--- src/rtl/isa_pkg.sv ---
// Shared ISA constants, instruction field positions and fetch-stage types
// for the 16-bit, 16-register pipelined core.
package isa_pkg;

  localparam int INSTR_W = 16;
  localparam int PC_W    = 16;

  localparam logic [3:0]         OPC_HLT   = 4'b1111;
  localparam logic [INSTR_W-1:0] NOP_INSTR = 16'h0000;

  localparam int OPC_HI = 15;
  localparam int OPC_LO = 12;
  localparam int RD_HI  = 11;
  localparam int RD_LO  = 8;
  localparam int RS_HI  = 7;
  localparam int RS_LO  = 4;
  localparam int RT_HI  = 3;
  localparam int RT_LO  = 0;

  typedef enum logic {
    RUN  = 1'b0,
    HALT = 1'b1
  } fetch_state_e;

  typedef struct packed {
    logic [INSTR_W-1:0] instr;
    logic [PC_W-1:0]    pc;
    logic               valid;
  } if_id_t;

  // Opcode 0 guarantees a bubble is never mistaken for HLT.
  localparam if_id_t IF_ID_BUBBLE = '{instr: NOP_INSTR, pc: '0, valid: 1'b0};

  function automatic logic [3:0] opcode_of(input logic [INSTR_W-1:0] instr);
    return instr[OPC_HI:OPC_LO];
  endfunction

endpackage

--- src/rtl/fetch_stage_if.sv ---
// Instruction-memory port: the fetch stage drives the address, memory
// answers with data and a valid flag in the same cycle.
interface fetch_stage_if;
  import isa_pkg::*;

  logic [PC_W-1:0]    addr;
  logic [INSTR_W-1:0] rdata;
  logic               valid;

  modport master (output addr, input rdata, input valid);
  modport slave  (input addr, output rdata, output valid);

endinterface

--- src/rtl/fetch_stage_if_id_reg.sv ---
// IF/ID pipeline register. Flush beats load; with neither asserted it holds.
module if_id_reg
  import isa_pkg::*;
(
  input  logic   clk,
  input  logic   rst_n,
  input  logic   flush,
  input  logic   load,
  input  if_id_t load_data,
  output if_id_t q
);

  if_id_t stage_d, stage_q;

  always_comb begin
    // NOTE: assigning the hold value first means no path leaves stage_d unassigned, so no latch.
    stage_d = stage_q;
    if (flush) begin
      stage_d = IF_ID_BUBBLE;
    end else if (load) begin
      stage_d = load_data;
    end
  end

  // NOTE: flops use non-blocking assignments so every register samples pre-edge values.
  always_ff @(posedge clk or negedge rst_n) begin
    if (!rst_n) begin
      stage_q <= IF_ID_BUBBLE;
    end else begin
      stage_q <= stage_d;
    end
  end

  assign q = stage_q;

endmodule

--- src/rtl/fetch_stage.sv ---
// Instruction fetch: PC register, RUN/HALT control and redirect/stall priority
// in front of the IF/ID pipeline register.
module fetch_stage
  import isa_pkg::*;
#(
  parameter logic [PC_W-1:0] RESET_PC = 16'h0000
) (
  input  logic               clk,
  input  logic               rst_n,
  input  logic               pc_write,
  input  logic               if_id_write,
  input  logic               branch_taken,
  input  logic [PC_W-1:0]    branch_target,
  fetch_stage_if.master      imem,
  output logic [INSTR_W-1:0] if_id_instr,
  output logic [PC_W-1:0]    if_id_pc,
  output logic               if_id_valid,
  output logic [3:0]         if_id_opcode,
  output logic [3:0]         if_id_rs,
  output logic [3:0]         if_id_rt,
  output logic               halted
);

  localparam logic [PC_W-1:0] PC_STEP    = PC_W'(2);
  localparam logic [PC_W-1:0] ALIGN_MASK = ~PC_W'(1);

  logic [PC_W-1:0] pc_q, pc_d, pc_plus2;
  fetch_state_e    state_q, state_d;
  logic            flush, load;
  if_id_t          load_data, if_id_q;

  assign pc_plus2  = pc_q + PC_STEP;
  assign load_data = '{instr: imem.rdata, pc: pc_plus2, valid: 1'b1};

  // Priority: redirect, halt freeze, hazard stall, memory not ready, fetch.
  always_comb begin
    pc_d    = pc_q;
    state_d = state_q;
    flush   = 1'b0;
    load    = 1'b0;
    if (branch_taken) begin
      pc_d    = branch_target & ALIGN_MASK;
      flush   = 1'b1;
      state_d = RUN;
    end else if (state_q == HALT) begin
      // frozen until a redirect or reset
    end else if (!if_id_write) begin
      // stall: IF/ID and PC hold together so nothing is replayed or lost
    end else if (!imem.valid) begin
      flush = 1'b1;
    end else begin
      load = 1'b1;
      if (opcode_of(imem.rdata) == OPC_HLT) begin
        state_d = HALT;
      end else if (pc_write) begin
        pc_d = pc_plus2;
      end
    end
  end

  always_ff @(posedge clk or negedge rst_n) begin
    if (!rst_n) begin
      pc_q    <= RESET_PC & ALIGN_MASK;
      state_q <= RUN;
    end else begin
      pc_q    <= pc_d;
      state_q <= state_d;
    end
  end

  if_id_reg u_if_id_reg (
    .clk       (clk),
    .rst_n     (rst_n),
    .flush     (flush),
    .load      (load),
    .load_data (load_data),
    .q         (if_id_q)
  );

  assign imem.addr    = pc_q;
  assign if_id_instr  = if_id_q.instr;
  assign if_id_pc     = if_id_q.pc;
  assign if_id_valid  = if_id_q.valid;
  assign if_id_opcode = if_id_q.instr[OPC_HI:OPC_LO];
  assign if_id_rs     = if_id_q.instr[RS_HI:RS_LO];
  assign if_id_rt     = if_id_q.instr[RT_HI:RT_LO];
  assign halted       = (state_q == HALT);

endmodule

--- src/flat_wrapper.sv ---
// flat-port wrapper written by rule: the top's interface ports become plain ports
module fetch_stage_flat import isa_pkg::*;
#(
  parameter logic [PC_W-1:0] RESET_PC = 16'h0000
)
  (clk, rst_n, pc_write, if_id_write, branch_taken, branch_target, if_id_instr, if_id_pc, if_id_valid, if_id_opcode, if_id_rs, if_id_rt, halted, imem_addr, imem_rdata, imem_valid);
  fetch_stage_if imem_i ();
  input  logic clk;
  input  logic rst_n;
  input  logic pc_write;
  input  logic if_id_write;
  input  logic branch_taken;
  input  logic [PC_W-1:0] branch_target;
  output logic [INSTR_W-1:0] if_id_instr;
  output logic [PC_W-1:0] if_id_pc;
  output logic if_id_valid;
  output logic [3:0] if_id_opcode;
  output logic [3:0] if_id_rs;
  output logic [3:0] if_id_rt;
  output logic halted;
  output wire logic [$bits(imem_i.addr)-1:0] imem_addr;
  input wire logic [$bits(imem_i.rdata)-1:0] imem_rdata;
  input wire logic [$bits(imem_i.valid)-1:0] imem_valid;
  assign imem_addr = imem_i.addr;
  assign imem_i.rdata = imem_rdata;
  assign imem_i.valid = imem_valid;
  fetch_stage #(.RESET_PC(RESET_PC)) u_core (.clk(clk), .rst_n(rst_n), .pc_write(pc_write), .if_id_write(if_id_write), .branch_taken(branch_taken), .branch_target(branch_target), .imem(imem_i), .if_id_instr(if_id_instr), .if_id_pc(if_id_pc), .if_id_valid(if_id_valid), .if_id_opcode(if_id_opcode), .if_id_rs(if_id_rs), .if_id_rt(if_id_rt), .halted(halted));
endmodule
--- config.mk ---
export PLATFORM = sky130hd
export DESIGN_NAME = fetch_stage_flat
export DESIGN_NICKNAME = d
export VERILOG_FILES = /design/src/rtl/isa_pkg.sv /design/src/rtl/fetch_stage_if.sv /design/src/rtl/fetch_stage_if_id_reg.sv /design/src/rtl/fetch_stage.sv /design/src/flat_wrapper.sv
export SDC_FILE = /design/constraint.sdc
export NUM_CORES = 1
export LEC_CHECK = 0
export ABC_AREA = 0
export BUFFER_PORTS_ARGS = -buffer_cell sky130_fd_sc_hd__buf_2
export CORE_ASPECT_RATIO = 1.25
export CORE_UTILIZATION = 35
export DETAILED_ROUTE_END_ITERATION = 12
export GPL_TIMING_DRIVEN = 0
export PLACE_DENSITY = 0.72
export SLEW_MARGIN = 0
export SYNTH_ARGS = -nofsm -noshare
export SYNTH_HDL_FRONTEND = slang
export SYNTH_HIERARCHICAL = 1
export SYNTH_SLANG_ARGS = --single-unit
--- constraint.sdc ---
create_clock -name clk -period 2.23 [get_ports clk]
set_input_delay 0 -clock clk [delete_from_list [all_inputs] [get_ports clk]]
set_output_delay 0 -clock clk [all_outputs]
set_load 0.05 [all_outputs]
# [Yosys cells after proc, flatten, opt, wreduce, memory -nomap -nowiden]
# Cells that the tools add are included.
[word_totals] reg_bits=50 output_inout_bits=62 elab_cells=35
[classes] n_addsub=1 eq_ne=3 muxes=21 n_reduce_logical=5
[ops] cell="$mux 16" count=6
[ops] cell="$mux 33" count=2
[ops] cell="$add 16x2->16 const B" count=1
[ops] cell="$mux 1" count=13
[ops] cell="$reduce_bool 2->1" count=4
[ops] cell="$reduce_and 5->1" count=1
[ops] cell="$eq 4x4->1 const B" count=1
[ops] cell="$ne 2x2->1 const B" count=2

# [Longest topological paths before layout]
[depth] ltp_word=7 depth_mapped=8 ltp_nobuf=7

# [Cells and area by module]
# Netlist, hierarchy kept.
[by_module_without_submodules] mod="if_id_reg" instances=1 cells_each=107 area_each_um2=1367.6 seq_area_each_um2=825.8
[by_module_without_submodules] mod="fetch_stage" instances=1 cells_each=152 area_each_um2=1236.2 seq_area_each_um2=400.4

# [Least setup slack after synthesis]
# OpenSTA, ideal clock, no wires.
[synth_path] kind="reg-to-reg" startpoint="reg u_core.pc_q[1], in the netlist u_core/imem.addr[1]" endpoint="reg u_core.pc_q[13], in the netlist u_core/imem.addr[13]" t_arrival_ps=2281 t_required_ps=2148 setup_slack_ps=-133 stages_incl_launch_ff=7 period_less_slack_ps=2363 cell_sequence="dfrtp_1 ha_1 nand3_4 or3_1 buf_2 or4_1 a31oi_1"
[synth_via] elab_chain_cells=7
[synth_lines] item="from (decl)" line_no="fetch_stage.sv:27" source="logic [PC_W-1:0] pc_q, pc_d, pc_plus2;"
[synth_lines] item="from (signal assigned)" line_no="fetch_stage.sv:63" source="pc_q <= RESET_PC & ALIGN_MASK;"
[synth_lines] item="from (signal assigned)" line_no="fetch_stage.sv:66" source="pc_q <= pc_d;"
[synth_lines] item="$add 16x2->16" line_no="fetch_stage.sv:32" source="assign pc_plus2 = pc_q + PC_STEP;"
[synth_lines] item="$mux 16" line_no="fetch_stage.sv:55" source="end else if (pc_write) begin"
[synth_lines] item="$mux 16" line_no="fetch_stage.sv:53" source="if (opcode_of(imem.rdata) == OPC_HLT) begin"
[synth_lines] item="$mux 16" line_no="fetch_stage.sv:49" source="end else if (!imem.valid) begin"
[synth_lines] item="$mux 16" line_no="fetch_stage.sv:47" source="end else if (!if_id_write) begin"
[synth_lines] item="$mux 16" line_no="fetch_stage.sv:45" source="end else if (state_q == HALT) begin"
[synth_lines] item="$mux 16" line_no="fetch_stage.sv:41" source="if (branch_taken) begin"
# Every way passes these cells. The select of a mux whose other input is x is not followed.
# A chain may end at the register's enable or synchronous reset.

# [Final worst setup path]
# Ends and elaborated chain as after synthesis.

==> run metrics <==
status=completed; Synth Register Bits=49; worst r2r src=u_core/imem.addr[1]; GPL Wtd Cong=between 0.7 and 0.8; top cell type's share of synthesized area=between 40 and 50%; Peak Freq=between 400 and 500 MHz; largest net degree at the start of global routing=50; register area share after synthesis=a little under half; Mapped Avg Cell Area=10.1 um^2; I/O pin total=100; most frequent cell after synthesis=dfrtp_1; antenna violations before repair=0; CTS tree=built; Crit Path Max Fanout=10; clock buffer depth=2; clk_lat worst skew=approximately 290 ps; Post-Route WL=6230 um; unrepaired setup endpoints after global routing=false; Net Sw Frac=about a third; Combinational Power Share=25.9%; final setup TNS=0 ps; Final Hold Viols=0; Internal=~0.0014 W; YS warnings=6; peak supply drop=0.000431 V; P&R area growth vs syn=39.7%; Switching Power=0.000646 W; Tcrit/Tclk final=between 90% and 100%; Worst slew margin=between 20% and 30%; Hold Path Stages=4; gate count of the mapped netlist=approximately 260; Reg power frac=48.1%; DR WL/cell=~13 um; critical path class=flip-flop to flip-flop; critical path data required time=2450 ps; CP Capture Type=flip-flop; beginning of the critical path=u_core/imem.addr[1]; reg2reg path depth=6; # clock sinks=between 40 and 50; synth unique cells=35; DRC=0; DRT Pass-1 Iters=4; Core ar.=between 0.007 and 0.008 mm^2; antenna fix cells=0; worst hold path type=input port to flip-flop; final setup vio count=0; CTS clk-pin slew, worst paths=roughly 80 ps; crit path time final=roughly 2100 ps; Placed Cells=approximately 450; DP HPWL=approximately 4400 um; routed via count=roughly 2200; hold_sp=branch_taken; Max-Cap Viols=0; Initial Utilization=36.9%; H-tree levels=2; Die X=~79 um; post-detailed-route count of antenna-violating nets=0; layout cells sized above 1=about a third; die outline area=a little under 0.008 mm^2; clock root cell=clkbuf_8; GRT Util Overall=16.3%; Synth top cells by count=dfrtp_1, nor2_1, mux2i_1; Non-Filler Instances=slightly below 500; DR vias/cell=roughly 4.6; CP startpoint kind=flip-flop; Final #Nets=about 440; Clock Skew=6.70 ps; Power per Cell Area=about 550 mW/mm^2; first-pass GRT wire length=roughly 10000 um; EDFF count, synth=0; num rows=34; Die Ht=98.4 um; Top FF cell, synth=dfrtp_1; final slew viol count=0; IO Port Bufs=slightly below 100; Yosys top cell by area=dfrtp_1; LEAKAGE=around 1.7 nW; Mapped Area=around 0.0026 mm^2; total CTS buffers=5; Post-synth ARST share=100%; clock power share=a little over a quarter; fillers=roughly 680; drt initial violations=63; top area cells in the synthesized netlist=dfrtp_1, mux2i_1, nor2_1; crit path DAT=~2300 ps; CTS resizes=0; vias in the first global route=roughly 2100; worst slew pin tran=1090 ps; grt total ovfl=0
-- power groups by stage --
stage / Sequential, W / Combinational [W] / Clock, W
6_report: 0.000970 / 0.000521 / 0.000523
4_1_cts: 0.000971 / 0.000523 / 0.000552
3_5_place_dp: 0.000988 / 0.000477 / 0
2_1_floorplan: 0.00113 / 0.000196 / 0
5_1_grt: 0.000977 / 0.000559 / 0.000594
3_3_place_gp: 0.000986 / 0.000473 / 0
-- worst max-delay path: stages, from the launching register on --
cell,delay [ps]
dfrtp_2,420
ha_1,270
nand3_4,150
or3_1,380
buf_2,160
or4_1,460
a31oi_1,170
-- sequential cells by signal, summed over array words and instances, names as in the netlist --
| register | count |
|---|---|
| u_core/imem.addr | 15 |
| u_core/u_if_id_reg/q | 33 |
| u_core/halted | 1 |
-- area by class of cell --
class                   instances  area (um^2)  share of cell area [%]
clock buffers                   8         90.1                    2.48
inverters                       4         15.0                   0.413
multi-input cells             174         1130                    31.1
plain buffers                  33          234                    6.43
well taps                      90          113                    3.09
flip-flops and latches         49         1230                    33.8
repair buffers                131          826                    22.7
-- layer usage --
metal,GRT usage (%),vias up,wire length (um)
met5,0,-,0
met4,4.90,0,78
met3,3.06,8,313
met2,29.5,73,3140
met1,19.3,1021,2700
li1,-,1145,-
-- repair_timing --
| action | CTS | global route |
|---|---|---|
| hold endpoints to repair | 81 | 0 |
| hold buffers | 34 | 0 |
| setup buffers | 0 | 0 |
-- cells in the final DEF, fill, tap and decap left out, drive strengths merged, types with 2 or more instances in the layout --
cell type | Yosys | layout
nand3 | 3 | 3
conb | 2 | 3
o31ai | 4 | 4
nor4 | 4 | 4
nand4 | 5 | 5
clkbuf | 12 | 20
nor3b | 2 | 2
dfrtp | 49 | 49
xor2 | 7 | 7
nor3 | 4 | 4
or4 | 2 | 2
xnor2 | 14 | 14
nor2 | 47 | 47
o21ai | 11 | 11
nand2 | 13 | 13
inv | 4 | 4
dlygate4sd3 | 0 | 34
nand3b | 2 | 2
buf | 21 | 118
or3 | 3 | 3
mux2i | 34 | 34
or2 | 3 | 3
a31oi | 7 | 7
-- cells by family after synthesis --
group,share of synthesized area (%)
buffers and inverters,9.56
AND/OR/NAND/NOR,17.2
AO/OA/AOI/OAI,5.29
adder cells (fa/ha/maj),0.480
other,0.288
flip-flops,47.1
XOR/XNOR,7.06
multiplexers,13.1
-- path summary, 6_finish.rpt --
path                            slack [ps]                       to
max in group asynchronous             1050      u_core/imem.addr[2]
worst max-delay path                   140     u_core/imem.addr[13]
min in group asynchronous              450  u_core/u_if_id_reg/q[5]
worst max register to register         140     u_core/imem.addr[13]
worst min-delay path                    90     u_core/imem.addr[11]
worst min register to register         520  u_core/u_if_id_reg/q[1]
-- through the flow --
step	util, %	hold slack (ps)	power (W)	worst slack, ps	instance area, um^2
floorplan	-	-296	0.00132	28.3	2610
global placement	45.4	207	0.00146	179	3210
detailed placement	45.4	213	0.00146	150	3210
CTS	51.5	77.4	0.00205	131	3640
global route	51.5	128	0.00213	34.9	3640
finish	51.5	94.7	0.00201	141	3640
No activity file was read; power rests on OpenSTA's default activity.
